--- config.mk ---
export PLATFORM = sky130hd
export DESIGN_NAME = shift_sequencer
export DESIGN_NICKNAME = d
export VERILOG_FILES = /design/src/rtl/shift_sequencer.sv
export SDC_FILE = /design/constraint.sdc
export NUM_CORES = 1
export LEC_CHECK = 0
export CORE_AREA = 2 2 137 139
export CTS_CLUSTER_SIZE = 8
export DETAILED_ROUTE_END_ITERATION = 6
export DIE_AREA = 0 0 139 141
export GPL_TIMING_DRIVEN = 0
export MAX_ROUTING_LAYER = met4
export PLACE_DENSITY = 0.84
export SLEW_MARGIN = 20
export SYNTH_ARGS = -nofsm -noshare
export SYNTH_HDL_FRONTEND = slang
export SYNTH_SLANG_ARGS = --single-unit
export TNS_END_PERCENT = 10
--- constraint.sdc ---
create_clock -name clk -period 1.93 [get_ports clk]
set_input_delay 0.193 -clock clk [delete_from_list [all_inputs] [get_ports clk]]
set_output_delay 0.193 -clock clk [all_outputs]
set_load 0.02 [all_outputs]
--- src/rtl/shift_sequencer.sv ---
// shift_sequencer: shares one combinational 64-bit shifter between two requesters.
// Arbitrates round-robin, sequences the shifter pass by pass (one pass for
// SLL/SRL/SRA, three passes for SLLW/SRLW/SRAW) and returns results on a
// valid/ready handshake.
//
// Ports:
//   clk, reset                     clock, synchronous active-high reset
//   reqN_valid/ready/op/data/amt   requester N operation (N = 0, 1)
//   resp_valid/ready/id/data/err   result channel
//   sh_shift/sh_entrada/sh_n       drive the external shifter
//   sh_saida                       shifter result (combinational)
module shift_sequencer (
    input  logic        clk,
    input  logic        reset,
    input  logic        req0_valid,
    output logic        req0_ready,
    input  logic [2:0]  req0_op,
    input  logic [63:0] req0_data,
    input  logic [5:0]  req0_amt,
    input  logic        req1_valid,
    output logic        req1_ready,
    input  logic [2:0]  req1_op,
    input  logic [63:0] req1_data,
    input  logic [5:0]  req1_amt,
    output logic        resp_valid,
    input  logic        resp_ready,
    output logic        resp_id,
    output logic [63:0] resp_data,
    output logic        resp_err,
    output logic [1:0]  sh_shift,
    output logic [63:0] sh_entrada,
    output logic [5:0]  sh_n,
    input  logic [63:0] sh_saida
);

    typedef enum logic [2:0] {StIdle, StPass1, StPass2, StPass3, StResp} state_e;

    state_e      state_q;
    logic [2:0]  op_q;
    logic [5:0]  amt_q;
    logic        id_q;
    logic        err_q;
    logic        last_q;
    logic [63:0] work_q;

    logic        grant;
    logic        accept;
    logic [2:0]  sel_op;
    logic [63:0] sel_data;
    logic [5:0]  sel_amt;

    // Arbitration: a lone requester wins; on a tie, the one not granted last.
    always_comb begin
        grant = req1_valid;
        if (req0_valid && req1_valid) begin
            grant = ~last_q;
        end
        req0_ready = (state_q == StIdle) && !reset && req0_valid && !grant;
        req1_ready = (state_q == StIdle) && !reset && req1_valid && grant;
        accept     = req0_ready || req1_ready;
        sel_op     = grant ? req1_op   : req0_op;
        sel_data   = grant ? req1_data : req0_data;
        sel_amt    = grant ? req1_amt  : req0_amt;
    end

    // Shifter drive per pass. W ops: park the low word high (<<32), shift it
    // there, then arithmetic >>32 to bring it down sign-extended.
    always_comb begin
        sh_shift   = 2'b00;
        sh_n       = 6'd0;
        sh_entrada = work_q;
        unique case (state_q)
            StPass1: begin
                if (op_q[2]) begin
                    sh_shift = 2'b00;
                    sh_n     = 6'd32;
                end else begin
                    sh_shift = op_q[1:0];
                    sh_n     = amt_q;
                end
            end
            StPass2: begin
                sh_shift = op_q[1:0];
                sh_n     = {1'b0, amt_q[4:0]};
            end
            StPass3: begin
                sh_shift = 2'b10;
                sh_n     = 6'd32;
            end
            default: ;
        endcase
    end

    always_ff @(posedge clk) begin
        if (reset) begin
            state_q <= StIdle;
            op_q    <= 3'd0;
            amt_q   <= 6'd0;
            id_q    <= 1'b0;
            err_q   <= 1'b0;
            last_q  <= 1'b1;
            work_q  <= 64'd0;
        end else begin
            unique case (state_q)
                StIdle: begin
                    if (accept) begin
                        id_q   <= grant;
                        last_q <= grant;
                        op_q   <= sel_op;
                        amt_q  <= sel_amt;
                        // Codes 011 and 111 are illegal.
                        if (sel_op[1:0] == 2'b11) begin
                            work_q  <= 64'd0;
                            err_q   <= 1'b1;
                            state_q <= StResp;
                        end else begin
                            work_q  <= sel_data;
                            err_q   <= 1'b0;
                            state_q <= StPass1;
                        end
                    end
                end
                StPass1: begin
                    work_q  <= sh_saida;
                    state_q <= op_q[2] ? StPass2 : StResp;
                end
                StPass2: begin
                    work_q  <= sh_saida;
                    state_q <= StPass3;
                end
                StPass3: begin
                    work_q  <= sh_saida;
                    state_q <= StResp;
                end
                StResp: begin
                    if (resp_ready) begin
                        state_q <= StIdle;
                    end
                end
                default: state_q <= StIdle;
            endcase
        end
    end

    assign resp_valid = (state_q == StResp);
    assign resp_id    = id_q;
    assign resp_err   = err_q;
    assign resp_data  = work_q;

endmodule

==> flow_metrics.tcl, run 1 <==
set metrics [dict create \
    cap_viol_max_count 0 \
    vias 8152 \
    syn_nets 1046 \
    wl_um 28800 \
    power.density_nw_per_um2 706 \
    drtIter0Drc 682 \
    ys_seq_area_frac 0.255 \
    clock-sinks 79 \
    worst_slack_ns -0.0348 \
    yosysWarnings 0 \
    post-route-drc-count 0 \
    relSlewSlack 0.371 \
    path_common_cell "buf_6" \
    routabilityCongestion 0.932 \
    cts_buffers 9 \
    finalCoreUtilization 0.572 \
    rsz0062_at_grt "true" \
    postRouteAntennaNets 0 \
    clk_latency_ns 0.35 \
    r2r_start "state_q[0]" \
    layout-drive-gt1-share 0.136 \
    grt_use_total 0.286 \
    holdPathEnd "op_q[2]" \
    design.core.area_um2 18300 \
    slowest_stage "dfxtp_4" \
    cpLargestDelayFamily "simple AND/OR/NAND/NOR gates" \
    p_switching_mw 2.78 \
    crit_chain "buf_6, or3b_4, a21oi_4, buf_6, and2_4, buf_6" \
    crit_path_max_fanout 6 \
    syn_to_final_growth_pct 68.2 \
    dp.final_hpwl_um 21600 \
    rr_worst_depth 7 \
    ir_drop_v 0.000407 \
    violations "negative setup slack" \
    cp-start-kind "flop" \
    final_cell_area_um2 10400 \
    slowest_delay_ns 0.38 \
    placed_area_um2 10000 \
    fmax_mhz 509 \
    crit_buf_inv 3 \
    grt_first_pass_wirelength_um 43100 \
    root_buffer "clkbuf_16" \
    nNetsFinal 1419 \
    p_leak_nw 4.00 \
    layout_commonest_cell "clkdlybuf4s50_1" \
    period_needed_ns 1.96 \
    internal_power_mw 4.59 \
    hold_depth 3 \
    wire_per_inst_um 20.0 \
    tritoncts "yes" \
    io_buffers 351 \
    clkTransAtPathRegs_ns 0.07 \
    status "finished, violations left" \
    holdWs_ns 0.413 \
    worstReg2RegEnd "resp_data[19]" \
    combinationalPowerShare 0.488 \
    grt_pass1_vias 7799 \
    setup_viol 1 \
    grt_overflow_total 0 \
    p_seq_frac 0.287 \
    clockPowerShare 0.225 \
    ys_ff_latch 79 \
    h-tree-depth 3 \
    die_w_um 139 \
    sw_frac_of_total 0.377 \
    grt_max_degree 20 \
    vias_per_cell 5.65 \
    finClkSkew_ns 0.0102 \
    synth.avg_cell_area_um2 7.48 \
    cts_hold_buf 0 \
    hp-class "input port to flop" \
    critical_path_required_ns 1.74 \
    final_cell_mix "clkdlybuf4s50_1 (338), nand4_1 (168), a21boi_0 (117), buf_4 (83), dfxtp_1 (77)" \
    path_class "flop to output pin" \
    die_h_um 141 \
    cts_buffer_depth 2 \
    hp-start "req0_op[2]" \
    fin_crit_sh 1.02 \
    syn-cell-area_um2 6210 \
    io_pins 356 \
    worst_pin_slew_ns 0.944 \
    cp-end-kind "output pin" \
    drv_slew 0 \
    cp.arrival_ns 1.77 \
    core.rowCount 50 \
    synth_cell_type_count 38 \
    synthCells 831 \
    grt_antenna_before_repair 1 \
    hold_viol_final 0 \
    reg2reg_slack_ns 0.10 \
    initial_core_util 0.340 \
    dr.pass1.iters 5 \
    die-area_um2 19600 \
]
cells in the mapped netlist:
master	count	share of area
o2bb2ai_1	1	0.0014
inv_1	15	0.0091
nor2_1	1	0.00060
mux2i_1	3	0.0048
or2_2	2	0.0020
o2111ai_1	13	0.018
and2_1	8	0.0081
or3b_1	1	0.0014
a211o_1	1	0.0014
buf_6	2	0.0036
clkbuf_1	67	0.040
nand3b_1	2	0.0024
a21bo_2	1	0.0016
nor4_4	2	0.0068
a21oi_1	6	0.0048
buf_4	67	0.081
o311a_1	1	0.0016
dfxtp_1	79	0.25
nor3_1	1	0.00080
and2b_1	11	0.013
a32oi_1	1	0.0014
nand2_1	21	0.013
nor3b_1	1	0.0012
nand3_1	64	0.052
a311oi_2	4	0.0097
buf_1	5	0.0030
nor2b_1	53	0.053
buf_2	32	0.026
a21boi_0	117	0.14
a21oi_2	5	0.0070
a311oi_1	4	0.0056
a21o_1	1	0.0012
and3_1	1	0.0010
o21ai_1	11	0.0089
nand4_1	168	0.17
nand2b_1	3	0.0030
a22o_1	1	0.0014
o21ai_0	55	0.044
cells by family (layout without fill, tap and decap cells):
group	Yosys count	count (layout)	share of synthesized area
flops	79	79	0.255
simple gates	339	339	0.327
buf+inv	188	566	0.163
mux	3	3	0.00483
compound gates	222	222	0.250
other cells	0	1	0
flip-flops by register name (all words and copies together) (netlist names):
signal,cells
resp_id,1
last_q,1
op_q,3
resp_err,1
amt_q,6
resp_data,64
state_q,3
timing repair:
item | CTS | global route
resized for setup | 60 | 17
buffers inserted | 9 | 4
endpoints found under the setup margin | 54 | 43
pin swaps | 3 | 2
per-layer routing:
metal,global-route usage,wire (um)
met1,0.359,11600
met2,0.476,14000
met3,0.0391,2460
met4,0.0989,777
met5,-,0
worst max path at each step:
stage	startpoint	endpoint	slack, ns	cells after the start
floorplan	state_q[0]	sh_n[0]	0.35	4
global placement	req0_valid	req0_ready	-0.87	6
detailed placement	req0_valid	req0_ready	-0.87	6
CTS	req0_valid	req1_ready	-0.04	5
global route	state_q[1]	sh_shift[0]	-0.08	6
finish	state_q[0]	sh_shift[0]	-0.03	6
stage by stage:
step | setup TNS [ns] | setup slack [ns] | power, mW | cells
2_1_floorplan | 0 | 0.352 | 3.92 | 831
3_3_place_gp | -25.96 | -0.866 | 5.61 | 1416
3_5_place_dp | -26.88 | -0.871 | 5.65 | 1416
4_1_cts | -0.0697 | -0.0430 | 7.36 | 1440
5_1_grt | -0.207 | -0.0815 | 7.67 | 1444
6_report | -0.0348 | -0.0348 | 7.37 | 1444
power by group through the flow:
stage               Clock, mW  Sequential (mW)  Combinational (mW)
floorplan                   0             2.33                1.59
global placement            0             2.14                3.48
detailed placement          0             2.14                3.51
CTS                      1.67             2.11                3.57
global route             1.73             2.14                3.80
finish                   1.66             2.11                3.60
worst reg2reg max path: cells and delay by family, from the launching register on:
family | cells | cell delay, ns
buffers and inverters | 4 | 0.67
and+or+nand+nor | 3 | 0.68
DFF | 1 | 0.37
final cells by class:
| cell class | instances | area [um2] |
|---|---|---|
| flip-flops and latches | 79 | 1590 |
| multi-input cells | 564 | 3650 |
| diodes | 1 | 2.50 |
| plain buffers | 171 | 985 |
| clock inverters | 6 | 47.5 |
| inverters | 15 | 56.3 |
| well taps | 234 | 293 |
| clock buffers | 10 | 229 |
| fillers | 1700 | 7820 |
| repair buffers | 364 | 3600 |
No activity file was read; power rests on OpenSTA's default activity.
==> inputs of run 2 (changes only) <==
- CORE_AREA: 2 2 137 139 -> not set
- CORE_MARGIN: not set -> 1
- CORE_UTILIZATION: not set -> 28
- DIE_AREA: 0 0 139 141 -> not set
- GPL_ROUTABILITY_DRIVEN: not set -> 0
- GPL_TIMING_DRIVEN: 0 -> 1
- PLACE_DENSITY: 0.84 -> 0.72
==> flow_metrics.tcl, run 2 (synthesized netlist as in run 1, its figures left out) <==
set metrics [dict create \
    dr.pass1.iters 5 \
    post-route-drc-count 0 \
    cp-start-kind "flop" \
    power.density_nw_per_um2 727 \
    syn_to_final_growth_pct 59.0 \
    die_h_um 151 \
    fmax_mhz 533 \
    r2r_start "state_q[1]" \
    die_w_um 151 \
    core.rowCount 54 \
    worst_pin_slew_ns 0.609 \
    wire_per_inst_um 19.7 \
    postRouteAntennaNets 0 \
    design.core.area_um2 21800 \
    tritoncts "yes" \
    dp.final_hpwl_um 18300 \
    grt_max_degree 72 \
    crit_buf_inv 1 \
    vias 7426 \
    hold_depth 3 \
    antenna_cells 0 \
    finClkSkew_ns 0.00685 \
    nNetsFinal 1280 \
    status "finished clean" \
    largest_reg_flops 64 \
    slowest_delay_ns 0.40 \
    rr_worst_depth 6 \
    grt_overflow_total 0 \
    grt_pass1_vias 6864 \
    regArea_um2 1580 \
    layout-drive-gt1-share 0.0841 \
    io_buffers 355 \
    period_needed_ns 1.88 \
    slowest_stage "or3b_4" \
    grt_use_total 0.229 \
    hold_viol_final 0 \
    path_class "flop to output pin" \
    initial_core_util 0.286 \
    ir_drop_v 0.000327 \
    cts_hold_buf 0 \
    nFillCells 2171 \
    root_buffer "clkbuf_16" \
    worstReg2RegEnd "amt_q[0]" \
    holdPathEnd "op_q[1]" \
    hp-start "req1_op[1]" \
    h-tree-depth 3 \
    multi_input_area_um2 3650 \
    worst_slack_ns 0.0536 \
    crit_path_max_fanout 6 \
    wl_um 26600 \
    cp.arrival_ns 1.68 \
    cts_buffer_depth 2 \
    pre_cts_ws_ns -0.0132 \
    cts_buffers 9 \
    p_leak_nw 3.59 \
    reg2reg_slack_ns 0.19 \
    rsz0062_at_grt "true" \
    drtIter0Drc 505 \
    grt_antenna_before_repair 0 \
    clkTransAtPathRegs_ns 0.06 \
    clk_latency_ns 0.34 \
    io_pins 356 \
    drv_slew 0 \
    finalCoreUtilization 0.454 \
    final_cell_mix "clkdlybuf4s50_1 (339), nand4_1 (168), a21boi_0 (116), dfxtp_1 (77), nand3_1 (64)" \
    cp-end-kind "output pin" \
    vias_per_cell 5.50 \
    critical_path_required_ns 1.74 \
    die-area_um2 22800 \
    layout_commonest_cell "clkdlybuf4s50_1" \
    cap_viol_max_count 0 \
    clock-sinks 79 \
    cpLargestDelayFamily "simple AND/OR/NAND/NOR gates" \
    grt_first_pass_wirelength_um 39000 \
    fin_crit_sh 0.972 \
    relSlewSlack 0.594 \
    hp-class "input port to flop" \
    setup_viol 0 \
    crit_chain "or3b_4, a21oi_4, and2_1, clkdlybuf4s15_2" \
]
==> run 2: through the flow <==
| step | setup TNS [ns] | power [mW] | instances | hold WS, ns | area, um2 |
|---|---|---|---|---|---|
| 4_1_cts | -0.0840 | 7.21 | 1348 | 0.351 | 9890 |
| 5_1_grt | -0.0672 | 7.51 | 1350 | 0.375 | 9880 |
| 3_3_place_gp | 0 | 5.33 | 1332 | 0.453 | 9560 |
| 6_report | 0 | 7.18 | 1350 | 0.377 | 9880 |
| 3_5_place_dp | -0.0132 | 5.35 | 1332 | 0.460 | 9560 |
| 2_1_floorplan | 0 | 3.92 | 831 | 0.335 | 6210 |
==> run 2: power by group <==
| group | total, mW | internal, mW | leakage [nW] | switching, mW |
|---|---|---|---|---|
| logic | 3.24 | 1.57 | 2.79 | 1.67 |
| clock network | 1.83 | 1.07 | 0.152 | 0.754 |
| registers | 2.11 | 1.89 | 0.652 | 0.224 |
==> run 2: layer usage <==
layer / global-route usage / part of all wire / vias up
met5: - / 0 / -
met4: 0.0840 / 0.031 / 0
met3: 0.0434 / 0.086 / 55
met2: 0.367 / 0.46 / 397
met1: 0.285 / 0.42 / 3491
li1: - / - / 3483
==> run 2: how the worst max path moves through the flow <==
stage | start | end | slack (ns) | cells after the start
finish | op_q[2] | sh_shift[0] | 0.05 | 4
CTS | state_q[0] | req1_ready | -0.07 | 5
detailed placement | op_q[2] | sh_shift[0] | -0.01 | 4
global placement | op_q[2] | sh_shift[0] | 0.005 | 4
floorplan | state_q[0] | sh_n[0] | 0.35 | 4
global route | state_q[0] | sh_shift[0] | -0.05 | 4
==> run 2: layout make-up <==
type / count / area share
timing repair buffer: 396 / 0.397
inverter: 15 / 0.00570
clock inverter: 5 / 0.00570
multi-input combinational: 564 / 0.370
tap: 280 / 0.0355
sequential: 79 / 0.160
clock buffer: 11 / 0.0256
==> run 2: worst reg2reg max path: stages, from the launching register on <==
cell      delay (ns)
dfxtp_2         0.32
buf_6           0.14
nor4_4          0.34
buf_6           0.23
buf_4           0.28
a21oi_1         0.12
a311oi_1        0.23
==> run 2: timing repair <==
action / CTS / global route
setup buffers: 0 / 1
gates cloned: 0 / 1
resized for setup: 24 / 11
pin swaps: 1 / 1
setup endpoints to repair: 11 / 10
==> inputs of run 3 (changes only) <==
- CORE_AREA: not set -> 2 2 137 139
- CORE_MARGIN: 1 -> not set
- CORE_UTILIZATION: 28 -> not set
- DIE_AREA: not set -> 0 0 139 141
- PLACE_DENSITY: 0.72 -> 0.84
==> flow_metrics.tcl, run 3 (synthesized netlist as in run 1, its figures left out) <==
set metrics [dict create \
    wl_met3_um 2280 \
    dr.pass1.iters 5 \
    slowest_stage "dfxtp_1" \
    p_leak_nw 3.56 \
    grt_antenna_before_repair 0 \
    grt_overflow_total 0 \
    cts_hold_buf 0 \
    p_switching_mw 2.63 \
    die_h_um 141 \
    drtIter0Drc 616 \
    worst_slack_ns 0.0326 \
    vias_per_cell 5.82 \
    tritoncts "yes" \
    vias 7555 \
    placed_cells 1281 \
    core.rowCount 50 \
    layout_commonest_cell "clkdlybuf4s50_1" \
    clkTransAtPathRegs_ns 0.07 \
    crit_path_max_fanout 9 \
    rsz0062_at_grt "true" \
    combinationalPowerShare 0.451 \
    hp-class "input port to flop" \
    crit_buf_inv 3 \
    fmax_mhz 527 \
    cpLargestDelayFamily "buffers and inverters" \
    grt_max_degree 82 \
    cp-start-kind "flop" \
    finClkSkew_ns 0.00677 \
    period_needed_ns 1.90 \
    hold_viol_final 0 \
    antenna_cells 0 \
    grt_use_total 0.264 \
    clock-sinks 79 \
    ir_drop_v 0.000417 \
    p_seq_frac 0.295 \
    die_w_um 139 \
    root_buffer "clkbuf_16" \
    die-area_um2 19600 \
    internal_power_mw 4.50 \
    finalCoreUtilization 0.535 \
    cp-end-kind "output pin" \
    io_buffers 355 \
    met1_length_um 10300 \
    worst_pin_slew_ns 0.558 \
    pre_cts_ws_ns -0.0484 \
    largest_reg_flops 64 \
    syn_to_final_growth_pct 57.3 \
    post-route-drc-count 0 \
    path_class "flop to output pin" \
    cts_setup_buffers 0 \
    critical_path_required_ns 1.74 \
    layout-drive-gt1-share 0.0753 \
    cts_buffers 9 \
    status "finished clean" \
    postRouteAntennaNets 0 \
    path_common_cell "buf_4" \
    h-tree-depth 3 \
    final_cell_mix "clkdlybuf4s50_1 (339), nand4_1 (168), a21boi_0 (116), dfxtp_1 (78), nand3_1 (64)" \
    relSlewSlack 0.628 \
    grt_first_pass_wirelength_um 40600 \
    top_layer_used "met4" \
    wire_per_inst_um 20.2 \
    cap_viol_max_count 0 \
    io_pins 356 \
    initial_core_util 0.340 \
    cp.arrival_ns 1.70 \
    grt_pass1_vias 7307 \
    slowest_delay_ns 0.31 \
    clk_latency_ns 0.34 \
    fin_crit_sh 0.983 \
    wl_met2_um 12700 \
    design.core.area_um2 18300 \
    nNetsFinal 1273 \
    wl_um 26200 \
    clockPowerShare 0.254 \
    drv_slew 0 \
    sw_frac_of_total 0.369 \
    cts_buffer_depth 2 \
    power.density_nw_per_um2 730 \
    dp.final_hpwl_um 17800 \
    instances_no_fill 1297 \
    setup_viol 0 \
    crit_chain "buf_4, nor4_4, buf_4, and2_1, buf_4" \
]
run 3: layout make-up:
class,count,area [um2]
Tap cell,234,293
Clock inverter,5,56.3
Fill cell,1737,8490
Clock buffer,11,253
Inverter,15,56.3
Timing Repair Buffer,389,3890
Sequential cell,79,1580
Multi-Input combinational cell,564,3650
run 3: power by group through the flow:
stage	sequential [mW]	clock (mW)	combinational, mW
finish	2.11	1.81	3.21
global route	2.14	1.93	3.38
floorplan	2.33	0	1.59
detailed placement	2.14	0	3.20
global placement	2.13	0	3.16
CTS	2.11	1.85	3.20
run 3: worst register-to-register path, stage by stage (launching register included):
cell	delay (ns)
dfxtp_1	0.31
buf_4	0.16
nor4_4	0.31
buf_4	0.20
buf_4	0.37
a21oi_1	0.13
a311oi_1	0.27
run 3: path summary, 6_finish.rpt:
kind	startpoint	end	slack [ns]	depth (start not counted)
worst max register to register	state_q[0]	amt_q[5]	0.09	6
worst min register to register	resp_id	resp_id	0.46	1
worst max-delay path	state_q[0]	req1_ready	0.03	5
worst min-delay path	req1_op[1]	op_q[1]	0.39	3
run 3: timing repair:
| item | in CTS | in global routing |
|---|---|---|
| pin swaps | 0 | 1 |
| gates resized for setup | 23 | 6 |
| endpoints found under the setup margin | 10 | 10 |
| gates cloned | 0 | 0 |
run 3: per-layer routing:
| metal | vias to the layer above | GRT usage |
|---|---|---|
| met5 | - | - |
| met4 | 0 | 0.122 |
| met3 | 58 | 0.0418 |
| met2 | 471 | 0.430 |
| met1 | 3552 | 0.323 |
| li1 | 3474 | - |
run 3: metrics by stage:
step           hold WS (ns)  area (um2)  TNS, ns  total power [mW]
3_5_place_dp          0.447        9490   -0.297              5.34
5_1_grt               0.406        9770  -0.0794              7.45
2_1_floorplan         0.335        6210        0              3.92
6_report              0.394        9770        0              7.13
4_1_cts               0.366        9810  -0.0446              7.17
3_3_place_gp          0.441        9490        0              5.29
